$ cat src/rtl/pool_pkg.sv
// Shared definitions for the conv/pool pipeline: pixel width, ceil-log2 helper
// and the pooling stage state encoding.
package pool_pkg;

    localparam int BITWIDTH = 8;

    // Ceil(log2(value)), never below 1 so it can size a vector directly.
    function automatic int log2_ceil(input int value);
        int r;
        r = 0;
        while ((1 << r) < value) r = r + 1;
        return (r < 1) ? 1 : r;
    endfunction

    typedef enum logic [1:0] {
        IDLE = 2'd0,
        RUN  = 2'd1,
        DONE = 2'd2
    } pool_state_t;

endpackage

$ cat src/rtl/pool_line_buffer.sv
// Half-row line buffer: holds the horizontal maxima of an even row until the
// matching odd row arrives. Combinational read, synchronous write.
module pool_line_buffer
    import pool_pkg::*;
#(
    parameter int DEPTH = 5,
    parameter int IDX_W = log2_ceil(DEPTH)
) (
    input  logic                clk_x5,
    input  logic                rstn,
    input  logic                wr_en,
    input  logic [IDX_W-1:0]    wr_idx,
    input  logic [BITWIDTH-1:0] wr_data,
    input  logic [IDX_W-1:0]    rd_idx,
    output logic [BITWIDTH-1:0] rd_data
);

    logic [BITWIDTH-1:0] mem [DEPTH];

    always_ff @(posedge clk_x5 or negedge rstn) begin
        if (!rstn) begin
            for (int i = 0; i < DEPTH; i++) mem[i] <= '0;
        end else if (wr_en) begin
            mem[wr_idx] <= wr_data;
        end
    end

    assign rd_data = mem[rd_idx];

endmodule

$ cat src/rtl/max_pool2_stream.sv
// 2x2 stride-2 max pooling over a raster-ordered multi-map stream; each pooled
// pixel leaves with its MAX2 BRAM write address.
module max_pool2_stream
    import pool_pkg::*;
#(
    parameter int WIDTH  = 10,
    parameter int HEIGHT = 10,
    parameter int MAPS   = 16,
    parameter int ADDR_W = log2_ceil(MAPS * (WIDTH / 2) * (HEIGHT / 2))
) (
    input  logic                clk_x5,
    input  logic                rstn,
    input  logic                start,
    input  logic                in_valid,
    output logic                in_ready,
    input  logic [BITWIDTH-1:0] in_data,
    output logic                out_valid,
    input  logic                out_ready,
    output logic [BITWIDTH-1:0] out_data,
    output logic [ADDR_W-1:0]   out_addr,
    output logic                busy,
    output logic                done,
    output logic [1:0]          state_dbg
);

    // Handshake: a beat moves on a rising clk_x5 edge where valid && ready are
    // both high; the producer holds valid and its payload stable until then.

    localparam int HALF_W = WIDTH / 2;
    localparam int HALF_H = HEIGHT / 2;
    localparam int XW     = log2_ceil(WIDTH);
    localparam int YW     = log2_ceil(HEIGHT);
    localparam int MW     = log2_ceil(MAPS);
    localparam int IDX_W  = log2_ceil(HALF_W);
    localparam logic [31:0] COLS = 32'(HALF_W * 2);
    localparam logic [31:0] ROWS = 32'(HALF_H * 2);

    pool_state_t state, state_nxt;
    logic [XW-1:0]       x;
    logic [YW-1:0]       y;
    logic [MW-1:0]       map;
    logic                in_done;
    logic                frame_start;
    logic [BITWIDTH-1:0] h_reg;
    logic [BITWIDTH-1:0] hmax;
    logic [BITWIDTH-1:0] result;
    logic [BITWIDTH-1:0] lbuf_rd;
    logic [ADDR_W-1:0]   load_addr;
    logic                take, in_col, in_row, lbuf_wr, load;
    logic                x_last, y_last, map_last;
    logic [IDX_W-1:0]    col_idx;

    assign take     = in_valid && in_ready;
    assign x_last   = (x == XW'(WIDTH - 1));
    assign y_last   = (y == YW'(HEIGHT - 1));
    assign map_last = (map == MW'(MAPS - 1));
    // A trailing odd column/row sits outside COLS/ROWS and is dropped here.
    assign in_col   = (32'(x) < COLS);
    assign in_row   = (32'(y) < ROWS);
    assign col_idx  = IDX_W'(x >> 1);

    assign hmax    = (in_data > h_reg) ? in_data : h_reg;
    assign result  = (lbuf_rd > hmax) ? lbuf_rd : hmax;
    assign lbuf_wr = take && x[0] && in_col && !y[0] && in_row;
    assign load    = take && x[0] && in_col && y[0] && in_row;

    assign load_addr = ADDR_W'(map) * ADDR_W'(HALF_W * HALF_H)
                     + ADDR_W'(y >> 1) * ADDR_W'(HALF_W)
                     + ADDR_W'(x >> 1);

    assign state_dbg = state;

    pool_line_buffer #(
        .DEPTH (HALF_W),
        .IDX_W (IDX_W)
    ) u_lbuf (
        .clk_x5  (clk_x5),
        .rstn    (rstn),
        .wr_en   (lbuf_wr),
        .wr_idx  (col_idx),
        .wr_data (hmax),
        .rd_idx  (col_idx),
        .rd_data (lbuf_rd)
    );

    always_ff @(posedge clk_x5 or negedge rstn) begin
        if (!rstn) state <= IDLE;
        else       state <= state_nxt;
    end

    // in_done marks that the last pixel of the last map has been taken; the
    // frame finishes once the output register has drained.
    always_comb begin
        state_nxt   = state;
        in_ready    = 1'b0;
        busy        = 1'b0;
        done        = 1'b0;
        frame_start = 1'b0;
        case (state)
            IDLE: begin
                if (start) begin
                    state_nxt   = RUN;
                    frame_start = 1'b1;
                end
            end
            RUN: begin
                busy     = 1'b1;
                in_ready = !in_done && (!out_valid || out_ready);
                if (in_done && (!out_valid || out_ready)) state_nxt = DONE;
            end
            DONE: begin
                done      = 1'b1;
                state_nxt = IDLE;
            end
            default: state_nxt = IDLE;
        endcase
    end

    always_ff @(posedge clk_x5 or negedge rstn) begin
        if (!rstn) begin
            x         <= '0;
            y         <= '0;
            map       <= '0;
            in_done   <= 1'b0;
            h_reg     <= '0;
            out_valid <= 1'b0;
            out_data  <= '0;
            out_addr  <= '0;
        end else begin
            if (frame_start) begin
                x       <= '0;
                y       <= '0;
                map     <= '0;
                in_done <= 1'b0;
            end else if (take) begin
                if (x_last) begin
                    x <= '0;
                    if (y_last) begin
                        y <= '0;
                        if (map_last) begin
                            map     <= '0;
                            in_done <= 1'b1;
                        end else begin
                            map <= map + 1'b1;
                        end
                    end else begin
                        y <= y + 1'b1;
                    end
                end else begin
                    x <= x + 1'b1;
                end
            end

            if (take && !x[0] && in_col) h_reg <= in_data;

            // Loading and draining in the same cycle leaves out_valid high.
            if (load) begin
                out_valid <= 1'b1;
                out_data  <= result;
                out_addr  <= load_addr;
            end else if (out_ready) begin
                out_valid <= 1'b0;
            end
        end
    end

endmodule

$ cat config.mk
export PLATFORM = sky130hd
export DESIGN_NAME = max_pool2_stream
export DESIGN_NICKNAME = d
export VERILOG_FILES = /design/src/rtl/pool_pkg.sv /design/src/rtl/pool_line_buffer.sv /design/src/rtl/max_pool2_stream.sv
export SDC_FILE = /design/constraint.sdc
export NUM_CORES = 1
export LEC_CHECK = 0
export ABC_AREA = 1
export CAP_MARGIN = 40
export CORE_MARGIN = 5
export CORE_UTILIZATION = 45
export CTS_CLUSTER_SIZE = 8
export DETAILED_ROUTE_END_ITERATION = 8
export PLACE_DENSITY_LB_ADDON = 0.1
export SYNTH_ARGS = -nofsm -noshare
export SYNTH_HDL_FRONTEND = slang
export SYNTH_SLANG_ARGS = --single-unit
$ cat constraint.sdc
create_clock -name clk_x5 -period 3 [get_ports clk_x5]
set_clock_uncertainty 0.2 [all_clocks]
set_input_delay 0.6 -clock clk_x5 [delete_from_list [all_inputs] [get_ports clk_x5]]
set_output_delay 0.6 -clock clk_x5 [all_outputs]
set_load 0.02 [all_outputs]
# Word-level counts from Yosys, hierarchy flattened
# Index checks and enable logic that the tools add are counted.
[word_totals] ff_bits=81 wordCells=97 input_bits=13
[op_classes] muxes=35 n_addsub=5 eq_ne=7 magnitude_cmp=6 reduce_logical=27 n_bitwise=1 multipliers=2
[ops] op="4-bit 2-to-1 mux" count=12
[ops] op="40-bit bitwise mux" count=1
[ops] op="8-bit 2-to-1 mux" count=5
[ops] op="8-bit binary-select mux with 3-bit select" count=1
[ops] op="8-bit demux with 3-bit select" count=1
[ops] op="8-bit greater-than comparator" count=2
[ops] op="4-bit by 1-bit adder with 4-bit output (second input constant)" count=3
[ops] op="4-bit == test (second input constant)" count=3
[ops] op="1-bit logical AND" count=12
[ops] op="1-bit 2-to-1 mux" count=12
[ops] op="2-bit nonzero test" count=5
[ops] op="9-bit by 3-bit adder with 9-bit output" count=1
[ops] op="9-bit by 6-bit adder with 9-bit output" count=1
[ops] op="4-bit by 5-bit multiplier with 9-bit output (second input constant)" count=1
[ops] op="4-bit < comparator (second input constant)" count=2
[ops] op="3-bit by 3-bit multiplier with 6-bit output (second input constant)" count=1
[ops] op="4-bit >= comparator (second input constant)" count=1
[ops] op="1-bit logical NOT" count=4
[ops] op="4-bit by 1-bit < comparator with 1-bit output (second input constant)" count=1
[ops] op="2-bit 2-to-1 mux" count=2
[ops] op="2-bit inequality test (second input constant)" count=2
[ops] op="3-bit NOT with 4-bit output" count=1
[ops] op="2-bit one-hot mux with 2 select lines" count=1
[ops] op="2-bit AND reduction" count=2
[ops] op="6 further kinds" count=6

# Logic depth before layout (Yosys ltp)
[depth] depth_word=10 ltp_mapped=25 mapped_depth_nobuf=25

# Hierarchy
# Synthesis repeated with hierarchy kept, for this count alone.
[hier_totals] cells_unflattened=638 hier_area_um2=5230.0
[by_module_without_submodules] module="max_pool2_stream" cells_per_inst=408 area_each_um2=3231.8 instances=1
[by_module_without_submodules] module="pool_line_buffer" cells_per_inst=230 area_each_um2=1998.2 instances=1

# Worst setup path before layout
# OpenSTA, ideal clock, no wires.
[synth_timing] path_type="flip-flop to flip-flop" start="reg y[1]" end="reg out_addr[6]" n_path_buf=0 required_ps=2672 setup_time_ps=128 path_stages_with_launch=11 arrival_ps=2867 path_slack_ps=-194 synth_period_minus_slack_ps=3194 path_cell_list="dfrtp_1 ha_1 fa_1 inv_1 fa_1 inv_1 ha_1 fa_1 a31oi_1 xor2_1 o21ai_0"
[synth_via] elab_chain_cells=3
[synth_lines] item="start, declared" line_no="max_pool2_stream.sv:40" text="logic [YW-1:0] y;"
[synth_lines] item="start signal, assigned" line_no="max_pool2_stream.sv:147" text="y <= y + 1'b1;"
[synth_lines] item="3-bit by 3-bit multiplier with 6-bit output" line_no="max_pool2_stream.sv:68" text="+ ADDR_W'(y >> 1) * ADDR_W'(HALF_W)"
[synth_lines] item="9-bit by 6-bit adder with 9-bit output" line_no="max_pool2_stream.sv:68"
[synth_lines] item="9-bit by 3-bit adder with 9-bit output" line_no="max_pool2_stream.sv:69" text="+ ADDR_W'(x >> 1);"
[synth_lines] item="end signal, assigned" line_no="max_pool2_stream.sv:160" text="out_addr <= load_addr;"
[synth_lines] item="end, declared" line_no="max_pool2_stream.sv:20" text="output logic [ADDR_W-1:0] out_addr,"
# Several ways; a longest one is shown, not always the timed one.
# A chain may end at the register's enable or synchronous reset.

# Final worst setup path
# Same ends and word-level chain as after synthesis.

==> run summary <==
The number of nets in the layout came out at 760. In the synthesized netlist the async set-or-reset flop fraction comes to 100%. The overall die area is 0.0134 mm2. The number of levels the H-tree was split into came out at 3. In the final routed layout, each cell accounts on average for 15.5 um. Entering global routing, the biggest net connects 44 pins. The largest registers in the layout are u_lbuf.mem x40, out_addr x9. The final worst setup slack is -0.0128 ns. The number of vias after detailed routing came out at 4418. The leakage power total is 3.36 nW. The post-route cell area is 0.00674 mm2.

The initial antenna violation count is 0. The simple logic cell fraction of the synthesized area came out at 26.9%. The clock period minus worst slack came out at 3.01 ns.

The count of cell types in the netlist came out at 38. The share of post-route cells with drive strength above 1 came out at 29.0%. The slew at the pin with the worst max-slew slack came out at 0.831 ns. The worst endpoint data arrival time came out at 3.07 ns. In the final layout, the multi-input gates occupy between 0.003 and 0.004 mm2. Setup violations remaining at the end of the flow were counted as 1. Yosys mapped a number of flops with a built-in enable equal to 0. The final count of hold timing violations is 0.

The mapped netlist covers ~0.005 mm2. Clock latency on the worst-skew pair, taken at its later pin, is 0.38 ns. The min-delay analysis places its worst path in the category primary input to async pin.

The largest fanout of any net on the critical path came out at 3. The worst setup slack for register-to-register paths came out at -0.01 ns. The startpoint identified for the worst register-to-register timing path is y[1]. Registers take 0.00203 mm2. The complex-gate fraction of the synthesized area came out at 9.99%. Clock-pin slew was measured on the worst setup and hold paths at 0.09 ns. The area of the core region is 0.0109 mm2. The kind of end point of the critical path is a register. The largest buffer count on any clock path is 2.

The layout overhead on the synthesized area is 33.8%. The post-route DRC violation count is 0. TritonCTS built the clock tree. The number of DRC markers in iteration 0 is 291. Across the run, the number of max-cap violations was 0. The overall die width is 116 um. For this configuration, the core starts out at a cell density of 46.2%.

Averaged over all synthesized cells, the footprint is 8.25 um2. The run finished, with violations left. The number of iterations in the first detailed-routing pass is 5. More flip-flops sit in one register than any other, and that register is u_lbuf.mem. The via density per instance came out at 5.23.

In the synthesized netlist the dominant register cell turns out to be sky130_fd_sc_hd__dfrtp_1. The final period utilization came out at 100%. The data required time at the worst endpoint came out at 3.05 ns. The power per cell area came out at around 1400 mW/mm2.

The detailed-placement wirelength estimate is 8.77 mm. Sequential elements use around two fifths of the synthesized area. The synthesized design contains 81 register bits. Summed over all instances, the cell type with the most area after synthesis is sky130_fd_sc_hd__dfrtp_1. STA classifies the critical path startpoint as a register. The placer's final routability congestion estimate is 0.873. The number of fillers in the final layout is 903. The clock sink total is 81.

The die height is 116 um. The number of cells produced by synthesis is between 600 and 700. Setup repair after global routing could not meet its margin everywhere. TritonCTS created 9 clock buffers.

The critical path is of the register to register type. The tree is rooted in a sky130_fd_sc_hd__clkbuf_8. Headroom to the max-slew limit came out at 44.6%. The antenna violation net count after detailed routing came out at 0. The total wire length after detailed routing is 13.0 mm. Global routing used 20.0% of the available tracks.

After floorplanning, the core was divided into 38 placement rows. The peak clock frequency supported by timing came out at between 0.3 and 0.4 GHz. The quantity of hold-fixing buffers added after cts came out at 0. Once placement finished, the instance area stood at between 0.005 and 0.006 mm2. Port buffering added 35 buffers. The worst hold slack across all endpoints came out at roughly 0.0031 ns.

The XOR/XNOR share of the synthesized area is under 10%. The first global-routing pass estimated 21.1 mm of wire. The count of inserted antenna diode cells came out at 0. The synthesized design devotes to its leading area cell type 40.3% of total area. The adder-cell share of the synthesized area is roughly an eighth. During synthesis, Yosys emitted a total of 0 warnings. The register with the most flip-flops in the layout has 40 of them. The mux cell area share after synthesis is 0%.

The top-level I/O count is 36. The post-synthesis net count is between 600 and 700. The number of max-slew violations in the final report came to 0. The checks that failed: negative setup slack. The endpoint identified for the worst register-to-register timing path is out_addr[6]. Ranked by total cell area, the synthesized netlist is headed by sky130_fd_sc_hd__dfrtp_1 (40%), sky130_fd_sc_hd__nand2_1 (12%), sky130_fd_sc_hd__ha_1 (10%). The via count of the first global-routing pass is 4356. The largest vdd supply drop came out at 821 uV. The number of cell instances on the worst register-to-register path is 11.

The total overflow left after global routing is 0. After synthesis, the largest family of logic cells by area is simple AND/OR/NAND/NOR gates.
-- final cells by class --
| class | count | area share (%) |
|---|---|---|
| well taps | 140 | 2.60 |
| clock buffers | 9 | 1.84 |
| repair buffers | 95 | 12.2 |
| inverters | 85 | 4.75 |
| multi-input cells | 427 | 47.0 |
| clock inverters | 7 | 1.52 |
| flip-flops and latches | 81 | 30.1 |
-- where the power goes --
part           internal [mW]  switching, mW
sequential              1.50          0.298
combinational           2.96           3.50
clock                  0.479          0.466
-- per-layer routing --
layer | vias to the layer above | track usage, % | wire, um
met4 | 0 | 8.74 | 331
li1 | 2176 | - | -
met1 | 2125 | 26.0 | 5740
met3 | 26 | 3.03 | 432
met5 | - | 0 | 0
met2 | 91 | 33.3 | 6540
-- stage by stage --
stage	total power [mW]	std cells	TNS [ns]	util (%)	setup WS, ns
after global routing	10.0	844	-0.780	61.9	-0.123
final	9.21	844	-0.0128	61.9	-0.0128
after global placement	6.89	812	-4.41	53.9	-0.521
after CTS	8.55	835	-0.105	58.6	-0.0501
after detailed placement	6.98	812	-5.34	53.9	-0.671
after floorplan	5.31	610	0	-	0.00529
-- worst max path at each step --
stage / endpoint / slack (ns) / start / cells past startpoint
4_1_cts: out_addr[5] / -0.05 / y[1] / 11
3_3_place_gp: out_data[2] / -0.52 / in_data[3] / 21
6_report: out_addr[6] / -0.01 / y[1] / 11
5_1_grt: out_addr[6] / -0.12 / y[1] / 11
2_1_floorplan: out_addr[8] / 0.005 / y[1] / 11
3_5_place_dp: out_data[3] / -0.67 / in_data[5] / 19
-- cell families after synthesis --
family | count (synthesis)
DFF | 81
AOI/OAI and AO/OA | 87
xor gates and xnor gates | 7
and+or+nand+nor | 282
adders and majority gates | 48
buffers and inverters | 105
-- cells in the mapped netlist (8+ instances only) --
master                      n
sky130_fd_sc_hd__nor2_1    20
sky130_fd_sc_hd__nand2_1  159
sky130_fd_sc_hd__o21ai_2    8
sky130_fd_sc_hd__nand4_1   26
sky130_fd_sc_hd__ha_1      42
sky130_fd_sc_hd__o21ai_1   22
sky130_fd_sc_hd__buf_2     11
sky130_fd_sc_hd__a21oi_1   15
sky130_fd_sc_hd__nand3_1   49
sky130_fd_sc_hd__o21ai_0   26
sky130_fd_sc_hd__dfrtp_1   81
sky130_fd_sc_hd__inv_1     81
-- cell usage in the layout (no fill, tap or decap), types with 15 or more instances in the layout --
master	n
sky130_fd_sc_hd__clkdlybuf4s50_1	26
sky130_fd_sc_hd__dfrtp_1	80
sky130_fd_sc_hd__o21ai_1	25
sky130_fd_sc_hd__nor2_1	17
sky130_fd_sc_hd__inv_1	69
sky130_fd_sc_hd__nand2_1	133
sky130_fd_sc_hd__nand3_1	33
sky130_fd_sc_hd__ha_1	23
sky130_fd_sc_hd__nand3_2	16
sky130_fd_sc_hd__nand4_1	26
sky130_fd_sc_hd__nand2_4	20
sky130_fd_sc_hd__inv_2	15
sky130_fd_sc_hd__buf_4	56
sky130_fd_sc_hd__ha_4	18
sky130_fd_sc_hd__o21ai_0	23
-- critical path: stages (launching register included) --
cell                      delay (ns)
sky130_fd_sc_hd__dfrtp_2        0.44
sky130_fd_sc_hd__ha_4           0.25
sky130_fd_sc_hd__ha_4           0.25
sky130_fd_sc_hd__inv_1          0.04
sky130_fd_sc_hd__fa_1           0.49
sky130_fd_sc_hd__inv_2          0.05
sky130_fd_sc_hd__ha_4           0.21
sky130_fd_sc_hd__ha_4           0.16
sky130_fd_sc_hd__fa_2           0.40
sky130_fd_sc_hd__a31oi_1        0.17
sky130_fd_sc_hd__xor2_1         0.17
sky130_fd_sc_hd__o21ai_1        0.07
-- timing repair --
item | 4_1_cts | 5_1_grt
pin swaps | 24 | 40
buffers inserted | 4 | 8
cloned | 3 | 1
setup endpoints to repair | 13 | 13
gates resized for setup | 56 | 66
No activity file was read; power rests on OpenSTA's default activity.
